==> config.mk <==
export PLATFORM = sky130hd
export DESIGN_NAME = datapath_ctrl
export DESIGN_NICKNAME = d
export VERILOG_FILES = /design/src/rtl/ctrl_pkg.sv /design/src/rtl/exec_counter.sv /design/src/rtl/datapath_ctrl.sv
export SDC_FILE = /design/constraint.sdc
export NUM_CORES = 1
export LEC_CHECK = 0
export CAP_MARGIN = 20
export CORE_UTILIZATION = 52
export DETAILED_ROUTE_END_ITERATION = 6
export GPL_TIMING_DRIVEN = 0
export PLACE_DENSITY = 0.84
export SLEW_MARGIN = 5
export SYNTH_ARGS = -nofsm -noshare
export SYNTH_HDL_FRONTEND = slang
export SYNTH_SLANG_ARGS = --single-unit
==> constraint.sdc <==
create_clock -name CLOCK -period 4.5 [get_ports CLOCK]
set_input_delay 0.45 -clock CLOCK [delete_from_list [all_inputs] [get_ports CLOCK]]
set_output_delay 0.45 -clock CLOCK [all_outputs]
set_load 0.01 [all_outputs]
==> src/rtl/ctrl_pkg.sv <==
// Shared definitions for the fetch/decode sequencing controller: states, opcodes,
// register-write select encodings and the opcode decode helpers.
package ctrl_pkg;

    typedef enum logic [2:0] {
        ST_IDLE    = 3'd0,
        ST_FETCH   = 3'd1,
        ST_DECODE  = 3'd2,
        ST_EXEC    = 3'd3,
        ST_WB      = 3'd4,
        ST_STOPPED = 3'd5,
        ST_PAUSE   = 3'd6
    } state_t;

    localparam logic [3:0] OP_NOP  = 4'h0;
    localparam logic [3:0] OP_ADD  = 4'h1;
    localparam logic [3:0] OP_SUB  = 4'h2;
    localparam logic [3:0] OP_AND  = 4'h3;
    localparam logic [3:0] OP_OR   = 4'h4;
    localparam logic [3:0] OP_MUL  = 4'h5;
    localparam logic [3:0] OP_LDI  = 4'h6;
    localparam logic [3:0] OP_MOVB = 4'h7;
    localparam logic [3:0] OP_STOP = 4'hF;

    localparam logic [1:0] WD_NONE = 2'b00;
    localparam logic [1:0] WD_A    = 2'b01;
    localparam logic [1:0] WD_B    = 2'b10;
    localparam logic [1:0] WD_A15  = 2'b11;

    function automatic logic [1:0] wd_decode(input logic [3:0] op);
        logic [1:0] wd;
        wd = WD_NONE;
        case (op)
            OP_ADD, OP_SUB, OP_MUL: wd = WD_A15;
            OP_AND, OP_OR, OP_LDI:  wd = WD_A;
            OP_MOVB:                wd = WD_B;
            default:                wd = WD_NONE;
        endcase
        return wd;
    endfunction

    function automatic logic op_known(input logic [3:0] op);
        return (op <= OP_MOVB) || (op == OP_STOP);
    endfunction

endpackage

==> src/rtl/exec_counter.sv <==
// Loadable 4-bit down-counter with zero flag; sets the EXEC dwell time.
// Load takes priority over decrement; the count saturates at zero.
module exec_counter (
    input  logic       clk,
    input  logic       clear,
    input  logic       load,
    input  logic [3:0] load_val,
    input  logic       dec,
    output logic [3:0] count,
    output logic       zero
);

    always_ff @(posedge clk) begin
        if (!clear) begin
            count <= 4'd0;
        end else if (load) begin
            count <= load_val;
        end else if (dec && (count != 4'd0)) begin
            count <= count - 4'd1;
        end
    end

    assign zero = (count == 4'd0);

endmodule

==> src/rtl/datapath_ctrl.sv <==
// Multi-cycle FETCH/DECODE/EXEC/WB sequencer driving HALT, WRITEDST and ALUOP; all outputs registered.
// Optional CTRL_STEP_EN adds a STEP input and a PAUSE state after every writeback.
module datapath_ctrl
    import ctrl_pkg::*;
#(
    parameter int MUL_CYCLES = 4
) (
    input  logic        CLOCK,
    input  logic        CLEAR,
    input  logic        RUN,
    input  logic [15:0] inst,
`ifdef CTRL_STEP_EN
    input  logic        STEP,
`endif
    output logic        HALT,
    output logic [1:0]  WRITEDST,
    output logic [3:0]  ALUOP,
    output logic        BUSY,
    output logic        ILLEGAL,
    output logic [15:0] RETIRED
);

    localparam logic [3:0] MUL_LOAD = 4'(MUL_CYCLES - 1);

    state_t      state, next_state;
    logic [3:0]  opcode_q;
    logic [3:0]  op_cur;
    logic [3:0]  cnt;
    logic        cnt_zero;
    logic        halt_d;
    logic [1:0]  wd_d;
    logic [3:0]  aluop_d;
    logic        busy_d;
    logic        illegal_d;
    logic [15:0] retired_d;
    logic        unused_fields;

    assign unused_fields = ^{inst[11:0], cnt};

    // In DECODE the opcode register is only being written, so look through to inst.
    assign op_cur = (state == ST_DECODE) ? inst[15:12] : opcode_q;

    exec_counter u_exec_counter (
        .clk      (CLOCK),
        .clear    (CLEAR),
        .load     (state == ST_DECODE),
        .load_val ((inst[15:12] == OP_MUL) ? MUL_LOAD : 4'd0),
        .dec      (state == ST_EXEC),
        .count    (cnt),
        .zero     (cnt_zero)
    );

    always_ff @(posedge CLOCK) begin
        if (!CLEAR) begin
            state    <= ST_IDLE;
            opcode_q <= OP_NOP;
        end else begin
            state <= next_state;
            if (state == ST_DECODE) begin
                opcode_q <= inst[15:12];
            end
        end
    end

    always_comb begin
        next_state = state;
        case (state)
            ST_IDLE:    if (RUN) next_state = ST_FETCH;
            ST_FETCH:   next_state = ST_DECODE;
            ST_DECODE:  next_state = (inst[15:12] == OP_STOP) ? ST_STOPPED : ST_EXEC;
            ST_EXEC:    if (cnt_zero) next_state = ST_WB;
`ifdef CTRL_STEP_EN
            ST_WB:      next_state = RUN ? ST_PAUSE : ST_IDLE;
            ST_PAUSE: begin
                if (!RUN)      next_state = ST_IDLE;
                else if (STEP) next_state = ST_FETCH;
            end
`else
            ST_WB:      next_state = RUN ? ST_FETCH : ST_IDLE;
`endif
            ST_STOPPED: next_state = ST_STOPPED;
            default:    next_state = ST_IDLE;
        endcase
    end

    // Outputs are computed from the next state and registered alongside it.
    always_comb begin
        halt_d    = (next_state != ST_WB);
        wd_d      = (next_state == ST_WB) ? wd_decode(op_cur) : WD_NONE;
        aluop_d   = (next_state == ST_EXEC) ? op_cur : 4'd0;
        busy_d    = (next_state != ST_IDLE) && (next_state != ST_STOPPED);
        illegal_d = ILLEGAL || ((state == ST_DECODE) && !op_known(inst[15:12]));
        retired_d = RETIRED + ((next_state == ST_WB) ? 16'd1 : 16'd0);
    end

    always_ff @(posedge CLOCK) begin
        if (!CLEAR) begin
            HALT     <= 1'b1;
            WRITEDST <= WD_NONE;
            ALUOP    <= 4'd0;
            BUSY     <= 1'b0;
            ILLEGAL  <= 1'b0;
            RETIRED  <= 16'd0;
        end else begin
            HALT     <= halt_d;
            WRITEDST <= wd_d;
            ALUOP    <= aluop_d;
            BUSY     <= busy_d;
            ILLEGAL  <= illegal_d;
            RETIRED  <= retired_d;
        end
    end

endmodule
# After elaboration in Yosys (flattened, before gate mapping)
# Index checks and enable logic that the tools add are counted.
[word_totals]
reg_bits = 36
latch_bits = 0
mem_bits_rw = 0
romBits = 0
in_bits = 19
out_inout_bits = 25
word_cells = 56
mem_count = 0
[classes]
n_addsub = 2
mul = 0
n_div = 0
n_lt_le_gt_ge = 1
eq_ne = 18
shifts = 0
mux = 11
bitwise_logic = 0
n_reduce_logical = 15
[op_table]
columns = ["cell", "count"]
rows = [
  ["equality test 4 x 3 -> 1 bit (second input constant)", 5],
  ["case mux 3 bit (6 select lines)", 1],
  ["adder 16 x 1 -> 16 bit", 1],
  ["2-to-1 mux 4 bit", 3],
  ["equality test 3 x 2 -> 1 bit (second input constant)", 3],
  ["equality test 3 bit (second input constant)", 3],
  ["2-to-1 mux 3 bit", 3],
  ["equality test 4 x 2 -> 1 bit (second input constant)", 2],
  ["inequality test 3 bit (second input constant)", 2],
  ["case mux 2 bit (3 select lines)", 1],
  ["OR reduction 3 bit", 2],
  ["equality test 4 x 1 -> 1 bit (second input constant)", 1],
  ["equality test 4 bit (second input constant)", 1],
  ["<= comparator 4 x 3 -> 1 bit (second input constant)", 1],
  ["logical NOT 4 bit", 1],
  ["AND reduction 2 bit", 2],
  ["nonzero test 4 bit", 1],
  ["subtractor 4 x 1 -> 4 bit (second input constant)", 1],
  ["equality test 3 x 1 -> 1 bit (second input constant)", 1],
  ["logical AND 1 bit", 3],
  ["logical NOT 3 bit", 1],
  ["nonzero test 3 bit", 1],
  ["logical OR 1 bit", 2],
  ["2-to-1 mux 1 bit", 2],
  ["3 further kinds", 3],
]

# Longest topological paths before layout
# Gate-level depths: netlist (run 1).
[depth]
ltp_word = 6
mapped_depth = 10
depth_no_buf = 10

# Hierarchy
# A second synthesis (run 1) with hierarchy kept.
[hier_totals]
hier_cells = 191
hier_area_um2 = 1694.1
[modules_own_cells]
columns = ["mod", "instances", "cells_each", "area_per_inst_um2", "seq_area_each_um2"]
rows = [
  ["datapath_ctrl", 1, 160, 1437.6, 640.6],
  ["exec_counter", 1, 31, 256.5, 80.1],
]

# Worst setup path before layout (run 1)
# Ideal clock, no wire load.
[synth_timing]
path_kind = "register to register"
startpoint = "reg u_exec_counter.count[0]"
endpoint = "reg RETIRED[14]"
setup_time_ns = 0.115
arrival_time_ns = 2.014
t_required_ns = 4.385
setup_slack_ns = 2.371
path_stages_with_launch = 11
n_path_buf = 0
period_less_slack_ns = 2.129
path_cell_list = "dfxtp_1 > inv_1 > ha_1 > nand4bb_4 > nor3b_4 > ha_1 > ha_1 > nand3_2 > nor4_2 > xor2_1 > and2_1"
[synth_via]
elab_chain_len = 6
[synth_rtl]
columns = ["item", "line", "text"]
rows = [
  ["start: declaration", "exec_counter.sv:9", "output logic [3:0] count,"],
  ["start signal: assignment", "exec_counter.sv:17", "count <= load_val;"],
  ["start signal: assignment", "exec_counter.sv:19", "count <= count - 4'd1;"],
  ["logical NOT 4 bit", "exec_counter.sv:23", "assign zero = (count == 4'd0);"],
  ["2-to-1 mux 3 bit", "datapath_ctrl.sv:71", "ST_EXEC: if (cnt_zero) next_state = ST_WB;"],
  ["case mux 3 bit (6 select lines)", "datapath_ctrl.sv:67", "case (state)"],
  ["equality test 3 bit", "datapath_ctrl.sv:93", "retired_d = RETIRED + ((next_state == ST_WB) ? 16'd1 : 16'd0);"],
  ["2-to-1 mux 1 bit", "datapath_ctrl.sv:93", ""],
  ["adder 16 x 1 -> 16 bit", "datapath_ctrl.sv:93", ""],
  ["end signal: assignment", "datapath_ctrl.sv:110", "RETIRED <= retired_d;"],
  ["end: declaration", "datapath_ctrl.sv:20", "output logic [15:0] RETIRED"],
]
# Every way passes these cells.
# A chain may end at the register's enable or synchronous reset.

# Final worst setup path (run 1)
# Same ends and word-level chain as after synthesis.

==> flow_summary.json, run 1 <==
{
  "clkLatencyLatePin_ns": 0.34,
  "layout_common_cells": "dfxtp_1, clkdlybuf4s50_1, and2_1",
  "drive_gt1_share_pct": 12.38,
  "post_cts_resized": 0,
  "post-cts-setup-buffers": 0,
  "hold_viol": 0,
  "grt_pass1_vias": 1285,
  "wl_per_cell_microns": 13.31,
  "fmax_ghz": 0.4196,
  "postSynthAreaPerCell_sq_um": 10.03,
  "grt_first_pass_wirelength_microns": 5644,
  "yosysWarningCount": 0,
  "hold_path_depth": 1,
  "synth-main-ff-cell": "dfxtp_1",
  "coreArea_sq_um": 3103,
  "crit_path_frequent_cell": "ha_1",
  "die_x_microns": 59.60,
  "finalSetupViolCount": 0,
  "tightest_slew_ns": 0.4077,
  "routed_wl_microns": 3382,
  "die-height_microns": 59.60,
  "synthesis.area_sq_um": 1725,
  "boundaryPins": 44,
  "r2r-start": "u_exec_counter.count[0]",
  "root_buffer": "clkbuf_4",
  "synth_cells": 172,
  "postRouteAntennaNets": 0,
  "p_leak_nw": 0.8190,
  "crit_path_start_kind": "flop",
  "slowest_delay_ns": 0.34,
  "reg2regPathDepth": 10,
  "drc": 0,
  "rows": 20,
  "grt_max_degree": 11,
  "critPathArrivalTime_ns": 2.67,
  "track_usage_pct": 21.86,
  "finalWorstSetupSlack_ns": 2.117,
  "instances_no_fill": 254,
  "h-tree-depth": 2,
  "drt_iter0_markers": 43,
  "die_area_sq_um": 3552,
  "synth-edff-count": 0,
  "ff_latch_area_sq_um": 720.7,
  "place_congestion": 0.8132,
  "grt_overflow_total": 0,
  "vias_per_cell": 5.291,
  "fin_skew_ns": 0.01323,
  "setup_tns_ns": 0,
  "diodes": 0,
  "port_buffers": 31,
  "ys_async_sr_fraction_pct": 0,
  "p_per_area_nw_per_um2": 287.5,
  "clkTransAtPathRegs_ns": 0.11,
  "crit_path_end_kind": "flop",
  "slowest_stage": "dfxtp_1",
  "critPathTopFamily": "simple AND/OR/NAND/NOR gates",
  "rsz0062_at_grt": "false",
  "pre_cts_slack_ns": 2.133,
  "worst-setup-path-type": "flop to flop",
  "critical_path_buf_inv_count": 1,
  "num-nets-final": 232,
  "slew_headroom_pct": 72.70,
  "period_needed_ns": 2.383,
  "n_fill_cell": 258,
  "hp-class": "flop to flop",
  "drv_slew": 0,
  "period_share_pct": 52.95,
  "antenna_found_initial": 0,
  "tritoncts": "yes",
  "worst_ep_required_time_ns": 4.79,
  "syn_to_final_growth_pct": 23.86,
  "hp-start": "opcode_q[3]",
  "hold_path_end": "WRITEDST[1]",
  "drtPass1Iterations": 4,
  "num_vias": 1344,
  "initial_core_util_pct": 55.60,
  "cts_max_path_buffers": 2,
  "path_cells": "inv_1, ha_1, nand4bb_4, nor3b_4, ha_1, ha_1, nand3_2, nor4_2, xor2_1, and2_1",
  "cts_hold_buf": 0,
  "ys_seq_area_share_pct": 41.77,
  "critPathMaxFanout": 7,
  "ys_types": 45,
  "holdWs_ns": 0.4681,
  "synth_nets": 194,
  "layout_commonest_cell": "dfxtp_1",
  "cts.sinks": 36,
  "maxCapViolations": 0,
  "synth-seq-cells": 36,
  "dp_cells": 247,
  "dp_hpwl_microns": 2481,
  "r2r_slack_ns": 2.12,
  "multi_input_area_sq_um": 947.2,
  "status": "finished, final reports clean",
  "cts_buffers": 5,
  "rr_endpoint": "RETIRED[14]",
  "peakVddDrop_mv": 0.1788
}
## cell type report
type,instances,area share [%]
inverter,6,1.054
timing repair buffer,31,14.52
clock inverter,1,0.2342
clock buffer,6,1.932
multi-input combinational,124,44.32
buffer,6,1.639
tap,44,2.576
sequential,36,33.72
## worst register-to-register path: stages, from the launching register on
cell	delay [ns]
dfxtp_1	0.34
inv_1	0.06
ha_1	0.24
nand4bb_4	0.15
nor3b_4	0.26
ha_1	0.29
ha_1	0.23
nand3_2	0.18
nor4_2	0.28
xor2_1	0.17
and2_1	0.13
## report_power, final
| group | switching (mW) | internal (mW) | total (mW) |
|---|---|---|---|
| clock network | 0.106 | 0.0576 | 0.164 |
| logic | 0.0563 | 0.0528 | 0.109 |
| registers | 0.00946 | 0.332 | 0.341 |
| total | 0.172 | 0.442 | 0.614 |
## synthesized netlist by cell type, types with 2 or more instances
library cell | number | area share, %
a31oi_1 | 3 | 1.1
o22ai_1 | 2 | 0.73
o21ai_0 | 5 | 1.5
mux2i_1 | 4 | 2.3
a21oi_1 | 3 | 0.87
xnor2_1 | 8 | 4.1
ha_1 | 3 | 2.2
dfxtp_1 | 36 | 42
nand4_1 | 2 | 0.73
clkbuf_1 | 3 | 0.65
or3_1 | 4 | 1.5
nor3_1 | 10 | 2.9
nand2_1 | 9 | 2.0
nand3_1 | 4 | 1.2
and2_1 | 15 | 5.4
xor2_1 | 9 | 4.6
nor2b_1 | 6 | 2.2
nor3b_2 | 2 | 1.5
nand2b_1 | 2 | 0.73
nor4_4 | 2 | 2.5
nor4_2 | 2 | 1.5
nor2_1 | 9 | 2.0
inv_1 | 6 | 1.3
nand4_4 | 2 | 2.5
## through the flow
stage | total power [mW] | utilization [%] | instance area, sq um
2_1_floorplan | 0.4235 | - | 1725
3_3_place_gp | 0.4507 | 67.38 | 2091
3_5_place_dp | 0.4566 | 67.38 | 2091
4_1_cts | 0.6168 | 68.87 | 2137
5_1_grt | 0.6424 | 68.87 | 2137
6_report | 0.6143 | 68.87 | 2137
## logic make-up (layout without fill, tap and decap cells)
family / Yosys count / in the layout / synth area share (%)
compound gates: 19 / 19 / 7.397
xor+xnor: 17 / 17 / 8.630
fa+ha+maj: 3 / 3 / 2.176
buf+inv: 12 / 50 / 3.335
flops: 36 / 36 / 41.77
mux: 5 / 5 / 2.973
simple gates: 80 / 80 / 33.72
## metal layers
layer,track usage (%),vias to the layer above,share of wire (%)
li1,-,664,-
met1,24.97,644,44
met2,37.08,31,51
met3,6.550,5,3.8
met4,10.63,0,1.6
met5,0,-,0
## state kept, by name, indices dropped and copies added (netlist names), 2 cells and up
| signal | flops |
|---|---|
| RETIRED | 16 |
| ALUOP | 4 |
| u_exec_counter.count | 4 |
| WRITEDST | 2 |
| opcode_q | 4 |
| state | 3 |
## worst max path at each step
stage                            startpoint          end  slack (ns)  cells after the start
floorplan           u_exec_counter.count[0]  RETIRED[14]        2.37                     10
global placement    u_exec_counter.count[0]  RETIRED[14]        2.19                     10
detailed placement  u_exec_counter.count[0]  RETIRED[14]        2.13                     10
CTS                 u_exec_counter.count[0]  RETIRED[14]        2.10                     10
global route        u_exec_counter.count[0]  RETIRED[14]        1.90                     10
finish              u_exec_counter.count[0]  RETIRED[14]        2.12                     10
(Power assumes the default switching activity.)
==> run 2, diff against run 1 <==
CORE_UTILIZATION = 48   (was 52)
PLACE_DENSITY = 0.79   (was 0.84)
clock period = 2.35 ns   (was 4.5 ns; I/O delays follow)
==> run 2 against run 1 <==
Global-route usage decreased by 2.8 points. Count of clock-buffer cells in the layout is 1 lower. Sequential power is 92% higher. Routed wire length down 2.8%. Register-to-register slack lost 2.0 ns. Clock skew shrank 0.00060 ns. Non-clock buffer count is 1 higher. Combinational power is 93% higher. Die area up 8.1%. Highest routed layer unchanged.
==> flow_summary.json, run 2 (same netlist as run 1, synthesis figures left out) <==
{
  "status": "finished, final reports clean",
  "peakVddDrop_mv": 0.4982,
  "initial_core_util_pct": 50.90,
  "finalSetupViolCount": 0,
  "dp_cells": 249,
  "instances_no_fill": 258,
  "antenna_found_initial": 0,
  "critPathTopFamily": "simple AND/OR/NAND/NOR gates",
  "root_buffer": "clkbuf_4",
  "crit_path_start_kind": "flop",
  "postRouteAntennaNets": 0,
  "place_congestion": 0.7726,
  "grt_overflow_total": 0,
  "die-height_microns": 61.96,
  "die_area_sq_um": 3838,
  "track_usage_pct": 19.08,
  "wl_per_cell_microns": 12.74,
  "critPathMaxFanout": 7,
  "layout_common_cells": "dfxtp_1, clkdlybuf4s50_1, and2_1",
  "port_buffers": 31,
  "slew_headroom_pct": 74.59,
  "critical_path_buf_inv_count": 1,
  "critPathArrivalTime_ns": 2.54,
  "p_per_area_nw_per_um2": 588.1,
  "drc": 0,
  "hp-start": "opcode_q[3]",
  "syn_to_final_growth_pct": 28.35,
  "p_total_mw": 1.302,
  "num_vias": 1373,
  "dp_hpwl_microns": 2347,
  "routed_wl_microns": 3288,
  "cts.sinks": 36,
  "hold_path_end": "WRITEDST[1]",
  "slowest_delay_ns": 0.35,
  "fin_skew_ns": 0.01263,
  "reg2regPathDepth": 10,
  "crit_path_frequent_cell": "ha_2",
  "cp_num_cells": 10,
  "crit_path_end_kind": "flop",
  "fmax_ghz": 0.4472,
  "diodes": 0,
  "r2r-start": "u_exec_counter.count[0]",
  "die_x_microns": 61.96,
  "worst_ep_required_time_ns": 2.65,
  "period_share_pct": 95.16,
  "cts_buffers": 5,
  "place_area_sq_um": 2093,
  "vias_per_cell": 5.322,
  "largest_reg_flops": 16,
  "hold_viol": 0,
  "drtPass1Iterations": 5,
  "rr_endpoint": "RETIRED[14]",
  "maxCapViolations": 0,
  "cts_max_path_buffers": 2,
  "holdWs_ns": 0.4768,
  "rsz0062_at_grt": "false",
  "stdcell_area_sq_um": 2215,
  "period_needed_ns": 2.236,
  "boundaryPins": 44,
  "hold_path_depth": 1,
  "layout_commonest_cell": "dfxtp_1",
  "path_cells": "inv_1, ha_2, nand4bb_4, nor3b_4, ha_4, ha_2, nand3_4, nor4_4, xor2_1, and2_1",
  "drt_iter0_markers": 59,
  "tritoncts": "yes",
  "clkTransAtPathRegs_ns": 0.12,
  "grt_first_pass_wirelength_microns": 5195,
  "grt_max_degree": 13,
  "grt_pass1_vias": 1215,
  "hp-class": "flop to flop",
  "coreArea_sq_um": 3390,
  "tightest_slew_ns": 0.3811,
  "worst-setup-path-type": "flop to flop",
  "p_leak_nw": 0.8476,
  "rows": 21,
  "num-nets-final": 233,
  "r2r_slack_ns": 0.11,
  "h-tree-depth": 2,
  "clkLatencyLatePin_ns": 0.36,
  "slowest_stage": "dfxtp_1",
  "regMostFlops": "RETIRED",
  "drive_gt1_share_pct": 15.09,
  "drv_slew": 0,
  "n_fill_cell": 258
}
-- run 2: area by class of cell --
type | count | area, sq um | area share (%)
timing repair buffer | 32 | 317.8 | 14.35
buffer | 6 | 35.03 | 1.582
multi-input combinational | 124 | 980.9 | 44.29
inverter | 6 | 22.52 | 1.017
tap | 46 | 57.56 | 2.599
clock buffer | 5 | 37.54 | 1.695
sequential | 36 | 720.7 | 32.54
clock inverter | 3 | 42.54 | 1.921
-- run 2: worst max-delay path by stage --
stage	startpoint	to	slack (ns)
finish	u_exec_counter.count[0]	RETIRED[14]	0.11
CTS	u_exec_counter.count[0]	RETIRED[14]	0.03
detailed placement	u_exec_counter.count[0]	RETIRED[14]	-0.02
floorplan	u_exec_counter.count[0]	RETIRED[14]	0.22
global route	u_exec_counter.count[0]	RETIRED[14]	0.009
global placement	u_exec_counter.count[0]	RETIRED[14]	0.04
-- run 2: per-stage QoR --
step / setup TNS, ns / setup slack, ns / util [%]
3_5_place_dp: -0.02035 / -0.02035 / 61.76
4_1_cts: 0 / 0.03423 / 64.49
3_3_place_gp: 0 / 0.03530 / 61.76
5_1_grt: 0 / 0.009020 / 65.34
2_1_floorplan: 0 / 0.2208 / -
6_report: 0 / 0.1138 / 65.34
-- run 2: where the power goes --
group | internal, mW | switching (mW)
clock | 0.222 | 0.215
combinational | 0.104 | 0.106
sequential | 0.635 | 0.0203
-- run 2: worst reg2reg max path: cells and delay by family (launching register included) --
| family | cells | cell delay (ns) |
|---|---|---|
| and+or+nand+nor | 5 | 0.97 |
| adders and majority gates | 3 | 0.62 |
| DFF | 1 | 0.35 |
| xor gates and xnor gates | 1 | 0.17 |
| buffers and inverters | 1 | 0.07 |
-- run 2: what timing repair did --
action / 4_1_cts / 5_1_grt
hold buffers: 0 / 0
resized for setup: 2 / 4
setup buffers: 0 / 1
pin swaps: 0 / 1
endpoints found under the setup margin: 1 / 5
endpoints found under the hold margin: 0 / 0
-- run 2: layer usage --
layer | vias up | global-route usage (%) | wire length, microns
met5 | - | 0 | 0
met1 | 642 | 22.04 | 1386
met3 | 10 | 6.832 | 163
li1 | 676 | - | -
met4 | 0 | 9.841 | 102
met2 | 45 | 31.00 | 1635
